**src/rtl/vga_timing_gen.sv**
```systemverilog
// VGA raster timing generator: column/line counters, run/stop control and a sync/de delay line.
// Define VGA_TIMING_FRAME_COUNT_EN to add the 16-bit frame_count output.
module vga_timing_gen #(
    parameter int   H_ACTIVE   = 1280,
    parameter int   H_FP       = 48,
    parameter int   H_SYNC     = 112,
    parameter int   H_BP       = 248,
    parameter int   V_ACTIVE   = 1024,
    parameter int   V_FP       = 1,
    parameter int   V_SYNC     = 3,
    parameter int   V_BP       = 38,
    parameter logic HSYNC_POL  = 1'b0,
    parameter logic VSYNC_POL  = 1'b0,
    parameter int   PIPE_DELAY = 2
) (
    input  logic        clk108mhz,
    input  logic        reset,
    input  logic        run,
    output logic        hsync,
    output logic        vsync,
    output logic        de,
    output logic [11:0] column,
    output logic [11:0] line,
    output logic        line_start,
    output logic        frame_start,
`ifdef VGA_TIMING_FRAME_COUNT_EN
    output logic        busy,
    output logic [15:0] frame_count
`else
    output logic        busy
`endif
);

    localparam int H_TOTAL = H_ACTIVE + H_FP + H_SYNC + H_BP;
    localparam int V_TOTAL = V_ACTIVE + V_FP + V_SYNC + V_BP;

    localparam logic [1:0] ST_IDLE  = 2'd0;
    localparam logic [1:0] ST_RUN   = 2'd1;
    localparam logic [1:0] ST_DRAIN = 2'd2;

    // Decode bounds are 13 bits wide so a sync window ending exactly at 4096 cannot alias to 0.
    localparam logic [12:0] H_LAST   = 13'(H_TOTAL - 1);
    localparam logic [12:0] V_LAST   = 13'(V_TOTAL - 1);
    localparam logic [12:0] H_ACT    = 13'(H_ACTIVE);
    localparam logic [12:0] V_ACT    = 13'(V_ACTIVE);
    localparam logic [12:0] HS_START = 13'(H_ACTIVE + H_FP);
    localparam logic [12:0] HS_END   = 13'(H_ACTIVE + H_FP + H_SYNC);
    localparam logic [12:0] VS_START = 13'(V_ACTIVE + V_FP);
    localparam logic [12:0] VS_END   = 13'(V_ACTIVE + V_FP + V_SYNC);

    localparam logic [2:0] SYNC_IDLE = {~HSYNC_POL, ~VSYNC_POL, 1'b0};

    if (H_TOTAL > 4096 || V_TOTAL > 4096) begin : g_bad_total
        $error("vga_timing_gen: H_TOTAL and V_TOTAL must not exceed 4096");
    end
    if (PIPE_DELAY < 0 || PIPE_DELAY > 7) begin : g_bad_delay
        $error("vga_timing_gen: PIPE_DELAY must be in 0..7");
    end

    logic [1:0]  state_q, state_d;
    logic [11:0] column_q, column_d;
    logic [11:0] line_q, line_d;
    logic [12:0] col_x, line_x;
    logic        active, end_of_line, end_of_frame;

    assign col_x        = {1'b0, column_q};
    assign line_x       = {1'b0, line_q};
    assign active       = (state_q == ST_RUN) || (state_q == ST_DRAIN);
    assign end_of_line  = (col_x == H_LAST);
    assign end_of_frame = end_of_line && (line_x == V_LAST);

    always_comb begin
        state_d = state_q;
        case (state_q)
            ST_IDLE:  if (run) state_d = ST_RUN;
            // Dropping run on the very last pixel has no frame left to drain, so stop straight away.
            ST_RUN:   if (!run) state_d = end_of_frame ? ST_IDLE : ST_DRAIN;
            ST_DRAIN: begin
                if (run) state_d = ST_RUN;
                else if (end_of_frame) state_d = ST_IDLE;
            end
            default:  state_d = ST_IDLE;
        endcase
    end

    always_comb begin
        column_d = '0;
        line_d   = '0;
        if (active && !end_of_frame) begin
            if (end_of_line) begin
                line_d = line_q + 12'd1;
            end else begin
                column_d = column_q + 12'd1;
                line_d   = line_q;
            end
        end
    end

    always_ff @(posedge clk108mhz) begin
        if (!reset) begin
            state_q  <= ST_IDLE;
            column_q <= '0;
            line_q   <= '0;
        end else begin
            state_q  <= state_d;
            column_q <= column_d;
            line_q   <= line_d;
        end
    end

    logic       hs_raw, vs_raw, de_raw;
    logic [2:0] sync_raw, sync_out;

    assign hs_raw   = active && (col_x >= HS_START) && (col_x < HS_END);
    assign vs_raw   = active && (line_x >= VS_START) && (line_x < VS_END);
    assign de_raw   = active && (col_x < H_ACT) && (line_x < V_ACT);
    assign sync_raw = {hs_raw ? HSYNC_POL : ~HSYNC_POL,
                       vs_raw ? VSYNC_POL : ~VSYNC_POL,
                       de_raw};

    if (PIPE_DELAY == 0) begin : g_no_pipe
        assign sync_out = sync_raw;
    end else begin : g_pipe
        logic [2:0] pipe_q [PIPE_DELAY];
        logic [2:0] pipe_d [PIPE_DELAY];

        always_comb begin
            pipe_d[0] = sync_raw;
            for (int i = 1; i < PIPE_DELAY; i++) begin
                pipe_d[i] = pipe_q[i-1];
            end
        end

        always_ff @(posedge clk108mhz) begin
            for (int i = 0; i < PIPE_DELAY; i++) begin
                if (!reset) pipe_q[i] <= SYNC_IDLE;
                else        pipe_q[i] <= pipe_d[i];
            end
        end

        assign sync_out = pipe_q[PIPE_DELAY-1];
    end

    assign {hsync, vsync, de} = sync_out;
    assign column      = column_q;
    assign line        = line_q;
    assign line_start  = active && (column_q == 12'd0);
    assign frame_start = line_start && (line_q == 12'd0);
    assign busy        = active;

`ifdef VGA_TIMING_FRAME_COUNT_EN
    logic [15:0] frame_count_q, frame_count_d;

    always_comb begin
        frame_count_d = frame_count_q;
        if (frame_start) frame_count_d = frame_count_q + 16'd1;
    end

    always_ff @(posedge clk108mhz) begin
        if (!reset) frame_count_q <= '0;
        else        frame_count_q <= frame_count_d;
    end

    assign frame_count = frame_count_q;
`endif

endmodule
```
**config.mk**
```make
export PLATFORM = sky130hd
export DESIGN_NAME = vga_timing_gen
export DESIGN_NICKNAME = d
export VERILOG_FILES = /design/src/rtl/vga_timing_gen.sv
export SDC_FILE = /design/constraint.sdc
export NUM_CORES = 1
export LEC_CHECK = 0
export CAP_MARGIN = 20
export CORE_MARGIN = 2
export CORE_UTILIZATION = 32
export CTS_BUF_LIST = sky130_fd_sc_hd__clkbuf_4
export CTS_CLUSTER_SIZE = 8
export DETAILED_ROUTE_END_ITERATION = 10
export MAX_ROUTING_LAYER = met4
export PLACE_DENSITY = 0.6
export SYNTH_ARGS = -nofsm -noshare
export SYNTH_HDL_FRONTEND = slang
export SYNTH_SLANG_ARGS = --single-unit
```
**constraint.sdc**
```tcl
create_clock -name clk108mhz -period 2.35 [get_ports clk108mhz]
set_input_delay 0.47 -clock clk108mhz [delete_from_list [all_inputs] [get_ports clk108mhz]]
set_output_delay 0.47 -clock clk108mhz [all_outputs]
set_load 0.02 [all_outputs]
```
==> results of run 1 <==
[cell type report]
type	instances	area (um2)
well taps	67	83.83
multi-input cells	138	919.6
fillers	480	2520
clock buffers	5	37.54
inverters	13	48.80
clock inverters	2	7.507
repair buffers	59	525.5
flip-flops and latches	32	643.1
[synthesized netlist by cell type, drive strengths merged (3+ instances only)]
library cell,count
ha,9
nor4,7
or4,5
nand2,10
buf,3
xnor2,13
dfxtp,32
or3,4
o31ai,3
o21ai,7
a21oi,9
nand3,12
nand4,4
nor3,6
nor2,26
inv,13
and4,3
[power groups by stage]
stage	Combinational (mW)	Clock, mW	Sequential [mW]
3_5_place_dp	0.144	0	0.564
5_1_grt	0.158	0.324	0.553
4_1_cts	0.146	0.302	0.553
6_report	0.145	0.285	0.553
3_3_place_gp	0.141	0	0.564
2_1_floorplan	0.0739	0	0.570
[placed cells by master (no fill, tap or decap), types with 8 or more instances in the layout]
master / instances
a21oi_1: 8
buf_4: 27
clkdlybuf4s50_1: 30
dfxtp_1: 30
ha_1: 8
inv_1: 11
nand2_1: 10
nand3_1: 12
nor2_1: 26
xnor2_1: 13
[layer usage]
metal,vias up,wire [um]
met5,-,0
met4,0,37
met3,5,134
met2,26,1827
met1,695,1801
li1,778,-
[cell families (layout without fill, tap and decap cells)]
| family | after synthesis | in the layout | share of synthesized area |
|---|---|---|---|
| xor+xnor | 14 | 14 | 0.07662 |
| buf+inv | 18 | 79 | 0.04848 |
| mux | 3 | 3 | 0.01955 |
| simple gates | 88 | 88 | 0.2955 |
| fa+ha+maj | 9 | 9 | 0.07037 |
| flops | 32 | 32 | 0.4003 |
| compound gates | 24 | 24 | 0.08914 |
[stage by stage]
stage	worst slack (ns)	utilization	power, mW
floorplan	-0.004140	-	0.6441
finish	-0.06223	0.4735	0.9821
CTS	-0.09763	0.4719	0.9999
global placement	-0.2495	0.4599	0.7047
detailed placement	-0.3038	0.4599	0.7084
global route	-0.1572	0.4735	1.035
[final timing paths]
kind                             from                   to  slack [ns]
setup reg to reg            column[5]             line[10]        0.08
hold / removal    g_pipe.pipe_q[0][2]  g_pipe.pipe_q[1][2]        0.41
setup / recovery           state_q[1]          frame_start       -0.06
hold reg to reg   g_pipe.pipe_q[0][2]  g_pipe.pipe_q[1][2]        0.41
[flip-flops by register name, summed over array words and instances (netlist names)]
signal         count
line              12
column            12
g_pipe.pipe_q      6
state_q            2
[critical path: cells and delay by family, from the launching register on]
| family | cells | cell delay (ns) |
|---|---|---|
| buffers and inverters | 2 | 0.16 |
| adders and majority gates | 1 | 0.25 |
| DFF | 1 | 0.35 |
| and+or+nand+nor | 3 | 0.86 |
[what timing repair did]
item / in CTS / in global routing
pin swaps: 3 / 0
resized for setup: 16 / 2
setup endpoints to repair: 2 / 7
buffers inserted: 1 / 0
==> impl_metrics.py, run 1 <==
metrics = {
    "grt": {
        "overflow": 0,
        "gr-usage-met1": 0.1779,
        "grt_start_max_net_pins": 13,
        "grt_pass1_vias": 1472,
        "grt_usage": 0.1531,
        "antenna_found_initial": 0,
        "grt_use_met2": 0.2507,
        "met3_usage": 0.05087,
        "grt_pass1_wl_mm": 6.368,
        "grt.busiest_layer": "met2",
    },
    "finish": {
        "postLayoutCellArea_mm2": 0.002266,
        "final_cells": 316,
        "insertedDiodeCount": 0,
        "layout-drive-gt1-share": 0.1928,
        "finalNetCount": 261,
        "syn2layout_area_growth_pct": 41.59,
    },
    "yosys": {
        "yosysTopAreaCellShare": 0.4003,
        "syn_nets": 200,
        "yosysTopAreaCell": "dfxtp_1",
        "synth_cell_types": 36,
        "synth_async_sr_flop_share": 0,
        "yosys_warnings": 0,
        "avgSynthCellArea_um2": 8.512,
        "synth-edff-count": 0,
        "syn_area_mm2": 0.001600,
        "ys_ff_latch": 32,
        "synthTopCellsByArea": "dfxtp_1 (40%), xnor2_1 (7.1%), ha_1 (7.0%), nor2_1 (6.1%), nand3_1 (3.8%)",
        "yosysSeqAreaShare": 0.4003,
        "synth_cells": 188,
        "ys.flop_type": "dfxtp_1",
    },
    "sta": {
        "fmax_mhz": 414.6,
        "slew_violations": 0,
        "fin_crit_ns": 2.412,
        "whs_ns": 0.4116,
        "finClkSkew_ns": 0.01304,
        "worstMarginPinSlew_ns": 0.3816,
        "slew-limit-headroom": 0.7420,
        "rsz0062_at_grt": "yes",
        "hold_viol_final": 0,
        "setup_viol": 1,
        "fin_setup_tns_ns": -0.06223,
        "setup_ws_ns": -0.06223,
        "timing.final.crit_share": 1.026,
    },
    "clock_tree": {
        "ctsHoldBuffers": 0,
        "tritoncts": "yes",
        "clk_pin_slew_worst_paths_ns": 0.09,
        "cts.sink_count": 32,
        "cts_buffer_depth": 2,
        "h-tree-depth": 2,
        "clockRootBuffer": "clkbuf_4",
        "numCtsBuffers": 5,
        "clk_latency_ns": 0.33,
    },
    "pwr": {
        "p_clk_frac": 0.290,
        "combinationalPowerShare": 0.147,
        "leakage_nw": 0.7853,
        "power.density_mw_per_mm2": 433.4,
        "vdd_ir_drop_max_v": 0.0002290,
        "pwr-share-seq": 0.563,
        "swShare": 0.2586,
        "p_switching_mw": 0.2539,
        "p_int_mw": 0.7281,
    },
    "floorplan": {
        "io_pins": 33,
        "dieWidth_um": 74.72,
        "fp.dieH_um": 74.72,
        "core-area_mm2": 0.004786,
        "start_util": 0.3344,
        "dieArea_mm2": 0.005582,
        "row_count": 25,
    },
    "drt": {
        "ant_nets": 0,
        "remaining_drc_errors": 0,
        "vias": 1504,
        "via_per_inst": 4.759,
        "initialDrtViolationCount": 101,
        "routedWlPerCell_um": 12.03,
        "dr.pass1.iters": 4,
        "routed_wl_mm": 3.801,
    },
    "worst_hold_path": {
        "hold_path.class": "reg2reg",
        "hold_depth": 1,
    },
    "critical_path": {
        "required_ns": 1.88,
        "cp_cell_sequence": "inv_2 -> ha_4 -> or4b_4 -> nor3_4 -> and4_4 -> buf_6",
        "reg2regPathDepth": 5,
        "arrival_ns": 1.94,
        "start_kind": "register",
        "cpPeakStageDelay_ns": 0.46,
        "critPathMaxFanout": 2,
        "cp_slowest_cell": "or4b_4",
        "end_kind": "output port",
        "worst-setup-path-type": "reg2out",
    },
    "placement": {
        "place_congestion": 0.8683,
        "dp_hpwl_mm": 2.871,
        "placedCellCount": 308,
        "placed_cell_area_mm2": 0.002201,
        "io_buffers": 32,
    },
    "outcome": {
        "status": "finished with violations",
        "violations": "setup timing",
    },
    "run": {
        "cap_violations": 0,
    },
}
No activity file was read; power rests on OpenSTA's default activity.
==> run 2: changes to the inputs <==
- CORE_MARGIN: 2 -> 10
==> run 2 against run 1 <==
Against the previous run: the flow still finishes with violations (setup timing); via count is 0.66% higher; worst setup slack better by 0.0049 ns; non-clock buffer count stayed put; register-to-register slack better by 0.11 ns; power is 1.0% lower; sequential power hardly changed; clock skew is 0.0077 ns lower.
==> impl_metrics.py, run 2 (synthesis gave the netlist of run 1 again) <==
metrics = {
    "pwr": {
        "vdd_ir_drop_max_v": 0.0002425,
        "leakage_nw": 0.7824,
        "finalPower_mw": 0.9722,
        "power.density_mw_per_mm2": 430.5,
    },
    "finish": {
        "fin_util": 0.4719,
        "final_cells": 314,
        "syn2layout_area_growth_pct": 41.13,
        "finalNetCount": 261,
        "fillers": 467,
        "final_cell_mix": "dfxtp_1 (30), clkdlybuf4s50_1 (30), buf_4 (27), nor2_1 (26), xnor2_1 (13)",
        "multiInputGateArea_um2": 919.6,
        "layout-drive-gt1-share": 0.1943,
        "seq_area_um2": 643.1,
        "postLayoutCellArea_mm2": 0.002258,
        "insertedDiodeCount": 0,
    },
    "clock_tree": {
        "numCtsBuffers": 5,
        "clk_pin_slew_worst_paths_ns": 0.09,
        "cts_buffer_depth": 2,
        "tritoncts": "yes",
        "clk_latency_ns": 0.33,
        "ctsHoldBuffers": 0,
        "cts.sink_count": 32,
        "h-tree-depth": 2,
        "clockRootBuffer": "clkbuf_4",
    },
    "sta": {
        "worstMarginPinSlew_ns": 0.4006,
        "rsz0062_at_grt": "yes",
        "fin_crit_ns": 2.407,
        "fmax_mhz": 415.4,
        "setup_ws_ns": -0.05729,
        "slew-limit-headroom": 0.7292,
        "timing.final.crit_share": 1.024,
        "setup_viol": 1,
        "finClkSkew_ns": 0.005335,
        "whs_ns": 0.4136,
        "fin_setup_tns_ns": -0.05729,
        "hold_viol_final": 0,
        "slew_violations": 0,
    },
    "worst_hold_path": {
        "hold_path.class": "reg2reg",
        "min_to": "g_pipe.pipe_q[1][2]",
        "hold_depth": 1,
        "hp-start": "g_pipe.pipe_q[0][2]",
    },
    "critical_path": {
        "rr_startpoint": "column[5]",
        "ff2ff_setup_slack_ns": 0.19,
        "arrival_ns": 1.94,
        "worst-setup-path-type": "reg2out",
        "r2r_end": "line[6]",
        "end_kind": "output port",
        "required_ns": 1.88,
        "critPathMaxFanout": 2,
        "reg2regPathDepth": 5,
        "start_kind": "register",
    },
    "drt": {
        "via_per_inst": 4.822,
        "routedWlPerCell_um": 12.93,
        "dr.pass1.iters": 4,
        "routed_wl_mm": 4.060,
        "initialDrtViolationCount": 43,
        "remaining_drc_errors": 0,
        "vias": 1514,
        "ant_nets": 0,
    },
    "floorplan": {
        "dieWidth_um": 90.72,
        "row_count": 25,
        "dieArea_mm2": 0.008229,
        "io_pins": 33,
        "start_util": 0.3344,
        "core-area_mm2": 0.004786,
        "fp.dieH_um": 90.72,
    },
    "placement": {
        "preCtsSetupSlack_ns": -0.2744,
        "placed_cell_area_mm2": 0.002201,
        "placedCellCount": 308,
        "io_buffers": 32,
        "dp_hpwl_mm": 3.089,
        "place_congestion": 0.8932,
    },
    "grt": {
        "grt_start_max_net_pins": 13,
        "grt_pass1_vias": 1465,
        "overflow": 0,
        "grt_pass1_wl_mm": 6.762,
        "grt_usage": 0.1014,
        "antenna_found_initial": 0,
    },
    "outcome": {
        "status": "finished with violations",
        "violations": "setup timing",
    },
    "run": {
        "cap_violations": 0,
    },
}
-- run 2: metal layers --
layer	global-route usage	vias to the layer above	routed length, um
met5	-	-	0
li1	-	781	-
met2	0.1563	43	1839
met3	0.04406	4	279
met4	0.03448	0	39
met1	0.1149	686	1901
-- run 2: worst max-delay path, stage by stage, from the launching register on --
cell and delay (ns):
dfxtp_2 0.34, inv_2 0.05, ha_4 0.25, or4b_4 0.46, nor3_4 0.15, and4_4 0.24
buf_6 0.11
-- run 2: where the power goes --
group / internal, mW / leakage (nW) / total, mW / switching (mW)
sequential: 0.549 / 0.259 / 0.552 / 0.00302
combinational: 0.0762 / 0.500 / 0.146 / 0.0693
clock: 0.0999 / 0.0230 / 0.274 / 0.174
total: 0.726 / 0.782 / 0.972 / 0.247
-- run 2: area by class of cell --
cell class / instances / share of cell area
timing repair buffer: 59 / 0.2327
sequential: 32 / 0.2848
tap: 67 / 0.03712
inverter: 13 / 0.02161
clock buffer: 5 / 0.01662
multi-input combinational: 138 / 0.4072
-- run 2: worst max-delay path by stage --
stage,from,to
final,state_q[0],frame_start
after global routing,state_q[0],frame_start
after CTS,state_q[1],frame_start
after detailed placement,state_q[0],frame_start
after global placement,state_q[1],frame_start
after floorplan,column[5],line[10]
-- run 2: what timing repair did --
action,in CTS,in global routing
pin swaps,3,1
endpoints found under the setup margin,4,4
setup buffers,1,0
resized for setup,17,1
==> run 3: changes to the inputs <==
- CORE_ASPECT_RATIO: unset -> 0.75
- CORE_MARGIN: 10 -> 3
==> run 3 against run 2 <==
Against the previous run: flip-flop and latch count did not move; combinational power about the same; worst hold slack got worse by 0.00097 ns; die area decreased by 28%; sequential share of layout area fell by 0.34 points; power grew 3.5%; fmax grew 0.38%; utilization grew 2.0 points; largest cell class unchanged; critical path type unchanged; critical path depth unchanged; the run still ends with setup timing left; non-clock buffer count up 2; first-iteration DRC count increased by 77%.
==> impl_metrics.py, run 3 (synthesis gave the netlist of run 1 again) <==
metrics = {
    "outcome": {
        "status": "finished with violations",
        "violations": "setup timing",
    },
    "sta": {
        "timing.final.crit_share": 1.020,
        "fin_setup_tns_ns": -0.04807,
        "worstMarginPinSlew_ns": 0.4010,
        "slew-limit-headroom": 0.7289,
        "setup_viol": 1,
        "whs_ns": 0.4127,
        "rsz0062_at_grt": "yes",
        "fmax_mhz": 417.0,
        "setup_ws_ns": -0.04807,
        "fin_crit_ns": 2.398,
        "hold_viol_final": 0,
        "finClkSkew_ns": 0.006449,
        "slew_violations": 0,
    },
    "placement": {
        "preCtsSetupSlack_ns": -0.2725,
        "io_buffers": 32,
        "place_congestion": 0.8240,
        "placedCellCount": 301,
        "dp_hpwl_mm": 2.993,
        "placed_cell_area_mm2": 0.002223,
    },
    "grt": {
        "grt_usage": 0.1527,
        "overflow": 0,
        "grt_start_max_net_pins": 13,
        "antenna_found_initial": 0,
        "grt_pass1_vias": 1430,
        "grt_pass1_wl_mm": 6.713,
    },
    "pwr": {
        "finalPower_mw": 1.006,
        "power.density_mw_per_mm2": 440.3,
        "vdd_ir_drop_max_v": 0.0002072,
        "leakage_nw": 0.8090,
    },
    "critical_path": {
        "end_kind": "output port",
        "critical-path-top-delay-family": "simple AND/OR/NAND/NOR gates",
        "worst-setup-path-type": "reg2out",
        "critPathMaxFanout": 2,
        "cp-endpoint": "frame_start",
        "critPathBufInv": 2,
        "crit_start": "state_q[0]",
        "required_ns": 1.88,
        "cp_cell_sequence": "inv_2 -> ha_4 -> or4b_4 -> nor3_4 -> and4_4 -> buf_6",
        "ff2ff_setup_slack_ns": 0.19,
        "reg2regPathDepth": 5,
        "rr_startpoint": "column[5]",
        "r2r_end": "line[10]",
        "crit_cells": 6,
        "arrival_ns": 1.93,
        "start_kind": "register",
        "cp_slowest_cell": "or4b_4",
        "cpPeakStageDelay_ns": 0.47,
    },
    "drt": {
        "initialDrtViolationCount": 76,
        "ant_nets": 0,
        "dr.pass1.iters": 4,
        "vias": 1502,
        "routed_wl_mm": 3.902,
        "via_per_inst": 4.877,
        "remaining_drc_errors": 0,
        "routedWlPerCell_um": 12.67,
    },
    "floorplan": {
        "dieWidth_um": 87.66,
        "core-area_mm2": 0.004651,
        "fp.dieH_um": 67.24,
        "start_util": 0.3441,
        "row_count": 21,
        "io_pins": 33,
        "dieArea_mm2": 0.005894,
    },
    "clock_tree": {
        "clk_latency_ns": 0.33,
        "ctsHoldBuffers": 0,
        "tritoncts": "yes",
        "postCtsSetupBuffers": 0,
        "h-tree-depth": 2,
        "clockRootBuffer": "clkbuf_4",
        "clk_pin_slew_worst_paths_ns": 0.09,
        "cts_buffer_depth": 2,
        "numCtsBuffers": 5,
        "cts.sink_count": 32,
    },
    "finish": {
        "finalNetCount": 263,
        "layout-drive-gt1-share": 0.2072,
        "final_cells": 308,
        "fillers": 446,
        "insertedDiodeCount": 0,
        "fin_util": 0.4915,
        "postLayoutCellArea_mm2": 0.002286,
        "syn2layout_area_growth_pct": 42.85,
        "final_cell_mix": "dfxtp_1 (30), clkdlybuf4s50_1 (30), buf_4 (28), nor2_1 (26), xnor2_1 (13)",
    },
    "worst_hold_path": {
        "hold_path.class": "reg2reg",
    },
    "run": {
        "cap_violations": 0,
    },
}
==> run 3: changes by cell type in the layout (fill, tap and decap cells not counted) <==
cell	delta
buf_12	+1
buf_4	+1
clkbuf_4	+1
clkinv_2	+1
==> run 3: what timing repair did <==
| action | CTS | global route |
|---|---|---|
| setup endpoints to repair | 2 | 7 |
| endpoints found under the hold margin | 0 | 0 |
| gates resized for setup | 16 | 2 |
| pin swaps | 2 | 1 |
==> run 3: how the worst min path moves through the flow <==
stage                        start             endpoint  slack, ns  cells after the start
2_1_floorplan  g_pipe.pipe_q[0][1]  g_pipe.pipe_q[1][1]       0.39                      1
3_3_place_gp   g_pipe.pipe_q[0][2]  g_pipe.pipe_q[1][2]       0.39                      1
3_5_place_dp   g_pipe.pipe_q[0][2]  g_pipe.pipe_q[1][2]       0.39                      1
4_1_cts        g_pipe.pipe_q[0][2]  g_pipe.pipe_q[1][2]       0.41                      1
5_1_grt        g_pipe.pipe_q[0][1]  g_pipe.pipe_q[1][1]       0.44                      1
6_report       g_pipe.pipe_q[0][2]  g_pipe.pipe_q[1][2]       0.41                      1
==> run 3: layout make-up <==
class | count | area (um2) | area share
multi-input cells | 138 | 919.6 | 0.4023
flip-flops and latches | 32 | 643.1 | 0.2813
repair buffers | 61 | 553.0 | 0.2419
well taps | 57 | 71.32 | 0.03120
inverters | 13 | 48.80 | 0.02135
clock buffers | 6 | 45.04 | 0.01970
clock inverters | 1 | 5.005 | 0.002189
==> run 3: worst reg2reg max path: stages (launching register included) <==
cell and delay [ns]:
dfxtp_1 0.32, or4_4 0.55, buf_4 0.18, or4_4 0.49, or4_4 0.44, a21oi_2 0.13
==> run 3: layer usage <==
layer,share of wire,vias up,wire length [um],global-route usage
met3,0.039,8,153,0.03780
met1,0.55,677,2143,0.2169
met5,0,-,0,-
li1,-,787,-,-
met4,0.017,0,68,0.06322
met2,0.39,30,1537,0.2030
==> run 3: power breakdown <==
part,total [mW],switching (mW),internal [mW]
Clock,0.306,0.185,0.122
Sequential,0.553,0.00303,0.550
Combinational,0.148,0.0699,0.0777
Total,1.01,0.258,0.749
